**src/rtl/moving_average_frame_ctrl.sv**
```systemverilog
// Frame sequencer for a shared pipelined moving-average filter: credit-throttled issue, tag tracking,
// WINDOW-zero flush per frame and a result FIFO. Define MAF_WARMUP_DROP_EN to drop warm-up averages.
module moving_average_frame_ctrl #(
  parameter int DATA_WIDTH = 16,
  parameter int WINDOW     = 4,
  parameter int LATENCY    = 4,
  parameter int FIFO_DEPTH = 8
) (
  input  logic                  clk,
  input  logic                  rst_n,
  input  logic                  s_valid,
  output logic                  s_ready,
  input  logic [DATA_WIDTH-1:0] s_data,
  input  logic                  s_last,
  output logic                  f_valid_in,
  output logic [DATA_WIDTH-1:0] f_data_in,
  input  logic                  f_valid_out,
  input  logic [DATA_WIDTH-1:0] f_data_out,
  output logic                  m_valid,
  input  logic                  m_ready,
  output logic [DATA_WIDTH-1:0] m_data,
  output logic                  m_last,
  output logic                  busy,
  output logic                  err_unexp
);
  localparam int MEM_D  = FIFO_DEPTH - 1;
  localparam int TPTR_W = $clog2(FIFO_DEPTH);
  localparam int MPTR_W = (MEM_D > 1) ? $clog2(MEM_D) : 1;
  localparam int CNT_W  = $clog2(2 * FIFO_DEPTH + 2);
  localparam int FL_W   = (WINDOW > 1) ? $clog2(WINDOW) : 1;

  if (FIFO_DEPTH < LATENCY + 2) begin : g_depth_check
    $error("FIFO_DEPTH must be at least LATENCY+2");
  end

  typedef enum logic [1:0] {IDLE, RUN, FLUSH} state_t;

  state_t              state, state_nxt;
  logic [FL_W-1:0]     flush_cnt;
  logic [1:0]          tag_mem [FIFO_DEPTH];
  logic [TPTR_W-1:0]   tag_wr, tag_rd;
  logic [CNT_W-1:0]    tag_cnt, tag_cnt_nxt;
  logic [DATA_WIDTH:0] res_mem [MEM_D];
  logic [MPTR_W-1:0]   res_wr, res_rd;
  logic [CNT_W-1:0]    res_cnt;
  logic [CNT_W-1:0]    used, used_nxt;
  logic                credit_ok, accept, flush_issue, issue;
  logic                keep_new, tag_pop, res_push;
  logic                out_pop, out_load, mem_rd, push_to_out, mem_wr;
  logic [1:0]          tag_new, tag_head;

  function automatic logic [TPTR_W-1:0] tag_inc(input logic [TPTR_W-1:0] p);
    return (p == TPTR_W'(FIFO_DEPTH - 1)) ? '0 : p + TPTR_W'(1);
  endfunction

  function automatic logic [MPTR_W-1:0] res_inc(input logic [MPTR_W-1:0] p);
    return (p == MPTR_W'(MEM_D - 1)) ? '0 : p + MPTR_W'(1);
  endfunction

  // Credits cover every tag still in the filter plus everything buffered, so the FIFO never overflows.
  assign used        = tag_cnt + res_cnt + CNT_W'(m_valid);
  assign credit_ok   = used < CNT_W'(FIFO_DEPTH);
  assign accept      = s_valid & s_ready;
  assign flush_issue = (state == FLUSH) & credit_ok;
  assign issue       = accept | flush_issue;
  assign tag_head    = tag_mem[tag_rd];
  assign tag_pop     = f_valid_out & (tag_cnt != '0);
  assign res_push    = tag_pop & tag_head[1];
  assign out_pop     = m_valid & m_ready;
  assign out_load    = ~m_valid | out_pop;
  assign mem_rd      = out_load & (res_cnt != '0);
  assign push_to_out = res_push & out_load & (res_cnt == '0);
  assign mem_wr      = res_push & ~push_to_out;
  assign tag_cnt_nxt = tag_cnt + CNT_W'(issue) - CNT_W'(tag_pop);
  assign used_nxt    = tag_cnt_nxt + res_cnt + CNT_W'(m_valid) + CNT_W'(res_push) - CNT_W'(out_pop);
  assign tag_new     = accept ? {keep_new, s_last} : 2'b00;

`ifdef MAF_WARMUP_DROP_EN
  localparam int WU_W = $clog2(WINDOW + 1);
  logic [WU_W-1:0] warm_cnt;

  assign keep_new = s_last | (warm_cnt >= WU_W'(WINDOW - 1));

  always_ff @(posedge clk or negedge rst_n) begin
    if (!rst_n) begin
      warm_cnt <= '0;
    end else if (accept) begin
      if (s_last)
        warm_cnt <= '0;
      else if (warm_cnt < WU_W'(WINDOW - 1))
        warm_cnt <= warm_cnt + WU_W'(1);
    end
  end
`else
  assign keep_new = 1'b1;
`endif

  always_comb begin
    state_nxt = state;
    case (state)
      IDLE, RUN: if (accept) state_nxt = s_last ? FLUSH : RUN;
      FLUSH:     if (flush_issue && flush_cnt == FL_W'(WINDOW - 1)) state_nxt = IDLE;
      default:   state_nxt = IDLE;
    endcase
  end

  // Issue stage: sample or flush zero is registered toward the filter.
  always_ff @(posedge clk or negedge rst_n) begin
    if (!rst_n) begin
      state      <= IDLE;
      flush_cnt  <= '0;
      s_ready    <= 1'b0;
      busy       <= 1'b0;
      err_unexp  <= 1'b0;
      f_valid_in <= 1'b0;
      f_data_in  <= '0;
    end else begin
      state <= state_nxt;
      if (flush_issue)
        flush_cnt <= (flush_cnt == FL_W'(WINDOW - 1)) ? '0 : flush_cnt + FL_W'(1);
      s_ready    <= (state_nxt != FLUSH) && (used_nxt < CNT_W'(FIFO_DEPTH));
      busy       <= (state_nxt != IDLE) || (tag_cnt_nxt != '0);
      if (f_valid_out && tag_cnt == '0)
        err_unexp <= 1'b1;
      f_valid_in <= issue;
      f_data_in  <= accept ? s_data : '0;
    end
  end

  always_ff @(posedge clk or negedge rst_n) begin
    if (!rst_n) begin
      tag_wr  <= '0;
      tag_rd  <= '0;
      tag_cnt <= '0;
    end else begin
      if (issue)   tag_wr <= tag_inc(tag_wr);
      if (tag_pop) tag_rd <= tag_inc(tag_rd);
      tag_cnt <= tag_cnt_nxt;
    end
  end

  always_ff @(posedge clk) begin
    if (issue)
      tag_mem[tag_wr] <= tag_new;
  end

  // Result stage: the output register is the FIFO head; the array holds the remaining entries.
  always_ff @(posedge clk or negedge rst_n) begin
    if (!rst_n) begin
      m_valid <= 1'b0;
      m_data  <= '0;
      m_last  <= 1'b0;
      res_wr  <= '0;
      res_rd  <= '0;
      res_cnt <= '0;
    end else begin
      if (out_load) begin
        if (mem_rd) begin
          m_valid          <= 1'b1;
          {m_last, m_data} <= res_mem[res_rd];
        end else if (push_to_out) begin
          m_valid <= 1'b1;
          m_data  <= f_data_out;
          m_last  <= tag_head[0];
        end else begin
          m_valid <= 1'b0;
        end
      end
      if (mem_wr) res_wr <= res_inc(res_wr);
      if (mem_rd) res_rd <= res_inc(res_rd);
      res_cnt <= res_cnt + CNT_W'(mem_wr) - CNT_W'(mem_rd);
    end
  end

  always_ff @(posedge clk) begin
    if (mem_wr)
      res_mem[res_wr] <= {tag_head[0], f_data_out};
  end

endmodule

```
**config.mk**
```make
export PLATFORM = sky130hd
export DESIGN_NAME = moving_average_frame_ctrl
export DESIGN_NICKNAME = d
export VERILOG_FILES = /design/src/rtl/moving_average_frame_ctrl.sv
export SDC_FILE = /design/constraint.sdc
export NUM_CORES = 1
export LEC_CHECK = 0
export ABC_AREA = 0
export BUFFER_PORTS_ARGS = -buffer_cell sky130_fd_sc_hd__buf_2
export CELL_PAD_IN_SITES_DETAIL_PLACEMENT = 1
export CELL_PAD_IN_SITES_GLOBAL_PLACEMENT = 1
export CORE_MARGIN = 2
export CORE_UTILIZATION = 40
export CTS_BUF_LIST = sky130_fd_sc_hd__clkbuf_4
export DETAILED_ROUTE_END_ITERATION = 10
export GPL_TIMING_DRIVEN = 0
export PLACE_DENSITY_LB_ADDON = 0.1
export SLEW_MARGIN = 10
export SYNTH_ARGS = -nofsm -noshare
export SYNTH_HDL_FRONTEND = slang
export SYNTH_SLANG_ARGS = --single-unit
```
**constraint.sdc**
```tcl
create_clock -name clk -period 4 [get_ports clk]
set_clock_uncertainty 0.05 [all_clocks]
set_input_delay 0.2 -clock clk [delete_from_list [all_inputs] [get_ports clk]]
set_output_delay 0.2 -clock clk [all_outputs]
set_load 0.02 [all_outputs]
```
# --- Word-level counts from Yosys, hierarchy flattened ---
# Memory sizes are Yosys's and may differ from the RTL's.
# Cells that the tools add are included.
classes:
  n_addsub: 15
  multipliers: 0
  div: 0
  magnitude_cmp: 2
  eq_ne: 8
  shift: 0
  n_mux: 21
  n_bitwise: 13
  n_reduce_logical: 14
ops:
  columns: ["operator", "n"]
  rows:
  - ["two-way mux 16 bit", 3]
  - ["adder 5 x 1 -> 5 bit", 5]
  - ["nonzero test 5 bit", 3]
  - ["subtractor 5 x 1 -> 5 bit", 3]
  - ["adder 3 x 1 -> 3 bit (second input constant)", 4]
  - ["== test 3 bit (second input constant)", 4]
  - ["two-way mux 3 bit", 4]
  - ["adder 5 bit", 2]
  - ["logical NOT 5 bit", 2]
  - ["< comparator 5 x 4 -> 1 bit (second input constant)", 2]
  - ["two-way mux 2 bit", 5]
  - ["AND 1 bit", 9]
  - ["two-way mux 1 bit", 8]
  - ["== test 2 bit (second input constant)", 2]
  - ["case mux 2 bit (2 select lines)", 1]
  - ["nonzero test 2 bit", 2]
  - ["logical AND 1 bit", 3]
  - ["adder 2 x 1 -> 2 bit (second input constant)", 1]
  - ["== test 2 x 1 -> 1 bit (second input constant)", 1]
  - ["logical NOT 2 bit", 1]
  - ["inequality test 2 bit (second input constant)", 1]
  - ["NOT 1 bit", 2]
  - ["bitwise OR 1 bit", 2]
  - ["AND reduction 2 bit", 1]
  - ["other kinds (2)", 2]
word_totals:
  reg_bits: 64
  latch_bits: 0
  ram_bits: 135
  rom_bits: 0
  mem_count: 2
memory_table:
  columns: ["name", "words", "width", "read_ports", "rd_ports_with_merged_regs", "wr", "line", "source"]
  rows:
  - ["res_mem", 7, 17, 1, 0, 1, "43", "logic [DATA_WIDTH:0] res_mem [MEM_D];"]
  - ["tag_mem", 8, 2, 1, 0, 1, "40", "logic [1:0] tag_mem [FIFO_DEPTH];"]

# --- Depth between registers and ports, before layout ---
logic_depth:
  ltp_word: 13
  ltp_mapped: 21

# --- Worst setup path after synthesis ---
# No wires, ideal clock.
synth_path:
  kind: "flip-flop to flip-flop"
  from: "register res_cnt[1]"
  to: "register s_ready"
  setup_time_ps: 129
  t_arrival_ps: 4082
  required_ps: 3821
  setup_slack_ps: -262
  stages_incl_launch_ff: 22
  path_buffers: 1
  synth_period_minus_slack_ps: 4262
  path_cell_list: "dfrtp_1 > ha_1 > nand2_1 > o21ai_0 > mux2i_1 > a21oi_1 > clkbuf_1 > ha_1 > inv_1 > ha_1 > fa_1 > xor2_1 > inv_1 > ha_1 > inv_1 > ha_1 > ha_1 > nor2_1 > xnor2_1 > xnor2_1 > xor2_1 > nor3_1"
synth_between:
  elab_chain_len: 13
  word_cells_on_any_way: 17
  cone_classes: "8 x add/sub; 2 x order compare; 1 x eq/ne; 2 x mux; 2 x bitwise; 2 x reduce/logical"
synth_rtl:
  columns: ["item", "line", "source"]
  rows:
  - ["from (decl)", "45", "logic [CNT_W-1:0] res_cnt;"]
  - ["from (signal assigned)", "171", "res_cnt <= res_cnt + CNT_W'(mem_wr) - CNT_W'(mem_rd);"]
  - ["adder 5 bit", "61", "assign used = tag_cnt + res_cnt + CNT_W'(m_valid);"]
  - ["adder 5 x 1 -> 5 bit", "61", null]
  - ["< comparator 5 x 4 -> 1 bit", "62", "assign credit_ok = used < CNT_W'(FIFO_DEPTH);"]
  - ["AND 1 bit", "64", "assign flush_issue = (state == FLUSH) & credit_ok;"]
  - ["bitwise OR 1 bit", "65", "assign issue = accept | flush_issue;"]
  - ["adder 5 x 1 -> 5 bit", "74", "assign tag_cnt_nxt = tag_cnt + CNT_W'(issue) - CNT_W'(tag_pop);"]
  - ["subtractor 5 x 1 -> 5 bit", "74", null]
  - ["named net tag_cnt_nxt[2]", "42", "logic [CNT_W-1:0] tag_cnt, tag_cnt_nxt;"]
  - ["adder 5 bit", "75", "assign used_nxt = tag_cnt_nxt + res_cnt + CNT_W'(m_valid) + CNT_W'(res_push) - CNT_W'(out_pop);"]
  - ["adder 5 x 1 -> 5 bit (2 in a row)", "75", null]
  - ["subtractor 5 x 1 -> 5 bit", "75", null]
  - ["< comparator 5 x 4 -> 1 bit", "121", "s_ready <= (state_nxt != FLUSH) && (used_nxt < CNT_W'(FIFO_DEPTH));"]
  - ["logical AND 1 bit", "121", null]
  - ["to (signal assigned)", "121", null]
  - ["to (decl)", "12", "output logic s_ready,"]
# The timed path passes the listed nets, and every way through them passes these cells.
# A chain may end at the register's enable or synchronous reset.

# --- Worst setup path in the final report ---
layout_path:
  from: "register res_cnt[0]"
  to: "register s_ready"
# Same word-level chain as after synthesis.

==> results.toml <==
[run]
cap_violations = 0

[cells_and_area]
layout_common_cells = "edfxtp_1 (135), buf_2 (81), dfrtp_1 (61), mux2i_1 (52), dlygate4sd3_1 (40)"
nNetsFinal = 773
final_common_cell = "edfxtp_1"
final_layout_size_suffix_gt1_share_pct = 31.5
fillers = 2072
synthToLayoutAreaGrowth_pct = 23.2

[route]
met1Wirelength_um = 8200
avgViaCountPerCell = 5.11
drc = 0
drt-initial-drc-count = 263
vias = 5060
detail_route.wl_per_cell_um = 20.1
wl_met2_um = 10900
dr.pass1.iters = 8
top_layer_used = "met4"
ant_nets = 0
drt-total-wl_um = 20000
dr_wl_met3_um = 612

[setup_path]
crit_arrival_ns = 4.58
path_cells = "ha_4 -> a21oi_2 -> o21ai_2 -> mux2i_2 -> a21oi_2 -> ha_4 -> inv_4 -> ha_4 -> fa_2 -> xor2_4 -> inv_2 -> ha_4 -> inv_2 -> ha_4 -> ha_4 -> nor2_4 -> xnor2_2 -> xnor2_2 -> xor2_1 -> nor3_2"
required_ns = 4.45
cp_slowest_cell = "dfrtp_1"
startpoint_type = "flop"
path_class = "reg -> reg"
max_stage_delay_ns = 0.46
cpMostUsedCell = "ha_4"
crit_path_max_fanout = 3
cp-end-kind = "flop"

[logic_synthesis]
synth_edf_count = 135
async_flop_share_pct = 32.2
syn_avg_cell_area_um2 = 15.7
synthDistinctLibCells = 41
synth_fp_nets = 613
synthesis.instances = 541
ys_ff_latch = 199
synth_area_um2 = 8470
yosys_warnings = 0
yosysSeqAreaShare_pct = 66.8
ys.flop_type = "edfxtp_1"

[outcome]
violations = "negative setup slack"
outcome = "finished with violations"

[clock_network]
clockBufferDepth = 2
numCtsBuffers = 17
clk_latency_ns = 0.59
clock_sinks = 199
cts.clk_slew.worst_paths_ns = 0.19
clock_tree.root_cell = "clkbuf_4"
tritoncts = "done"
htree_num_levels = 4

[sta]
post-route-period-util_pct = 103
fmax_mhz = 242
slew_headroom_pct = 22.4
layout_setup_ws_ns = -0.128
worstMarginPinSlew_ns = 1.16
report.final.slew_viol_count = 0
holdWs_ns = 0.0165
rsz0062_at_grt = "yes"
fin_crit_ns = 4.13
finalSetupViolCount = 1
finalHoldViolCount = 0

[place]
port-buffer-count = 75
hpwl_um = 13400
pre_cts_slack_ns = -0.727
routabilityCongestion = 0.701

[global_routing]
grt_util_all_layers_pct = 18.8
overflow = 0
grt_max_degree = 37
grt_pass1_vias = 5612
grt_pass1_wl_um = 31300
antenna_found_initial = 1

[pwr]
vdd_ir_drop_max_mv = 2.32
leakage_nw = 4.24
power.density_nw_per_um2 = 880

[die]
dieWidth_um = 150
die-area_um2 = 22400
row_count = 53
fp.dieH_um = 150
core_um2 = 20900
boundaryPins = 76
start_util_pct = 40.6

[hold_path]
hp-class = "in -> async"
cell usage after synthesis, types with 4 or more instances:
master	number	area [um2]
nand2_1	28	105
xor2_1	5	43.8
nor4b_1	5	43.8
dfrtp_1	64	1600
nor2b_1	4	25.0
nor2_1	14	52.6
o21ai_0	21	105
clkbuf_1	14	52.6
mux2i_1	53	531
nor4_1	4	25.0
inv_1	31	116
and3_1	18	113
o211ai_1	16	120
mux2_2	14	158
edfxtp_1	135	4050
a21oi_1	11	55.1
mux4_2	19	428
xnor2_1	9	78.8
buf_2	4	20.0
ha_1	31	388
path summary, 6_finish.rpt:
check / cells after the start / start / endpoint / slack (ns)
max: 20 / res_cnt[0] / s_ready / -0.13
min: 2 / rst_n / m_data[1] / 0.02
max reg2reg: 20 / res_cnt[0] / s_ready / -0.13
min reg2reg: 1 / err_unexp / err_unexp / 0.44
max in group asynchronous: 3 / rst_n / tag_cnt[4] / 3.28
min in group clk: 4 / m_ready / m_valid / 0.05
through the flow:
stage	util (%)	area (um2)	cells	total power [mW]	TNS (ns)
after global routing	50.0	10400	991	9.91	-0.286
after floorplan	-	8520	541	5.76	0
after global placement	44.2	9240	891	6.74	-82.46
final	50.0	10400	991	9.19	-0.128
after detailed placement	44.9	9390	902	7.00	-0.727
after CTS	49.6	10400	986	9.18	-0.239
flip-flops by register name, indices dropped and copies added, names as in the netlist:
name,cells
res_mem,119
f_data_in,16
m_data,16
tag_mem,16
res_cnt,5
tag_cnt,5
res_rd,3
res_wr,3
tag_rd,3
tag_wr,3
flush_cnt,2
state,2
busy,1
err_unexp,1
f_valid_in,1
m_last,1
m_valid,1
s_ready,1
final cells by class:
type	count	area [um2]	share of cell area (%)
Buffer	23	115	1.10
Timing Repair Buffer	142	1020	9.78
Sequential cell	199	5660	54.2
Multi-Input combinational cell	287	2880	27.6
Clock inverter	15	170	1.63
Antenna cell	2	5.00	0.0479
Tap cell	275	344	3.30
Clock buffer	17	128	1.22
Inverter	31	119	1.14
critical path: cells and delay by family (launching register included):
| family | cells | cell delay [ns] |
|---|---|---|
| adder cells (fa/ha/maj) | 7 | 1.82 |
| XOR/XNOR | 4 | 0.63 |
| flip-flops | 1 | 0.46 |
| AO/OA/AOI/OAI | 3 | 0.37 |
| multiplexers | 1 | 0.32 |
| AND/OR/NAND/NOR | 2 | 0.24 |
| buffers and inverters | 3 | 0.13 |
what timing repair did:
action,4_1_cts,5_1_grt
hold buffers,40,0
setup endpoints to repair,1,1
hold endpoints to repair,209,0
gates resized for setup,32,10
gates cloned,0,0
pin swaps,24,10
setup buffers,12,4
layer usage:
metal  global-route usage [%]  vias up
li1                         -     2340
met1                     22.5     2628
met2                     34.8       76
met3                     3.60       16
met4                     4.76        0
met5                        0        -
report_power, final:
| group | internal [mW] | leakage, nW | total (mW) | switching (mW) |
|---|---|---|---|---|
| Clock | 0.341 | 0.166 | 1.10 | 0.756 |
| Combinational | 2.49 | 2.07 | 5.14 | 2.65 |
| Sequential | 2.68 | 2.00 | 2.95 | 0.268 |
| Total | 5.51 | 4.24 | 9.19 | 3.68 |
logic make-up (layout without fill, tap and decap cells):
family | after synthesis | after routing | synth area share (%)
flip-flops | 199 | 199 | 66.8
AND/OR/NAND/NOR | 92 | 92 | 5.91
multiplexers | 87 | 87 | 13.4
AO/OA/AOI/OAI | 60 | 60 | 4.46
buffers and inverters | 55 | 228 | 2.78
adder cells (fa/ha/maj) | 34 | 34 | 5.29
XOR/XNOR | 14 | 14 | 1.45
other | 0 | 2 | 0
Power figures use the tool's default switching activity.
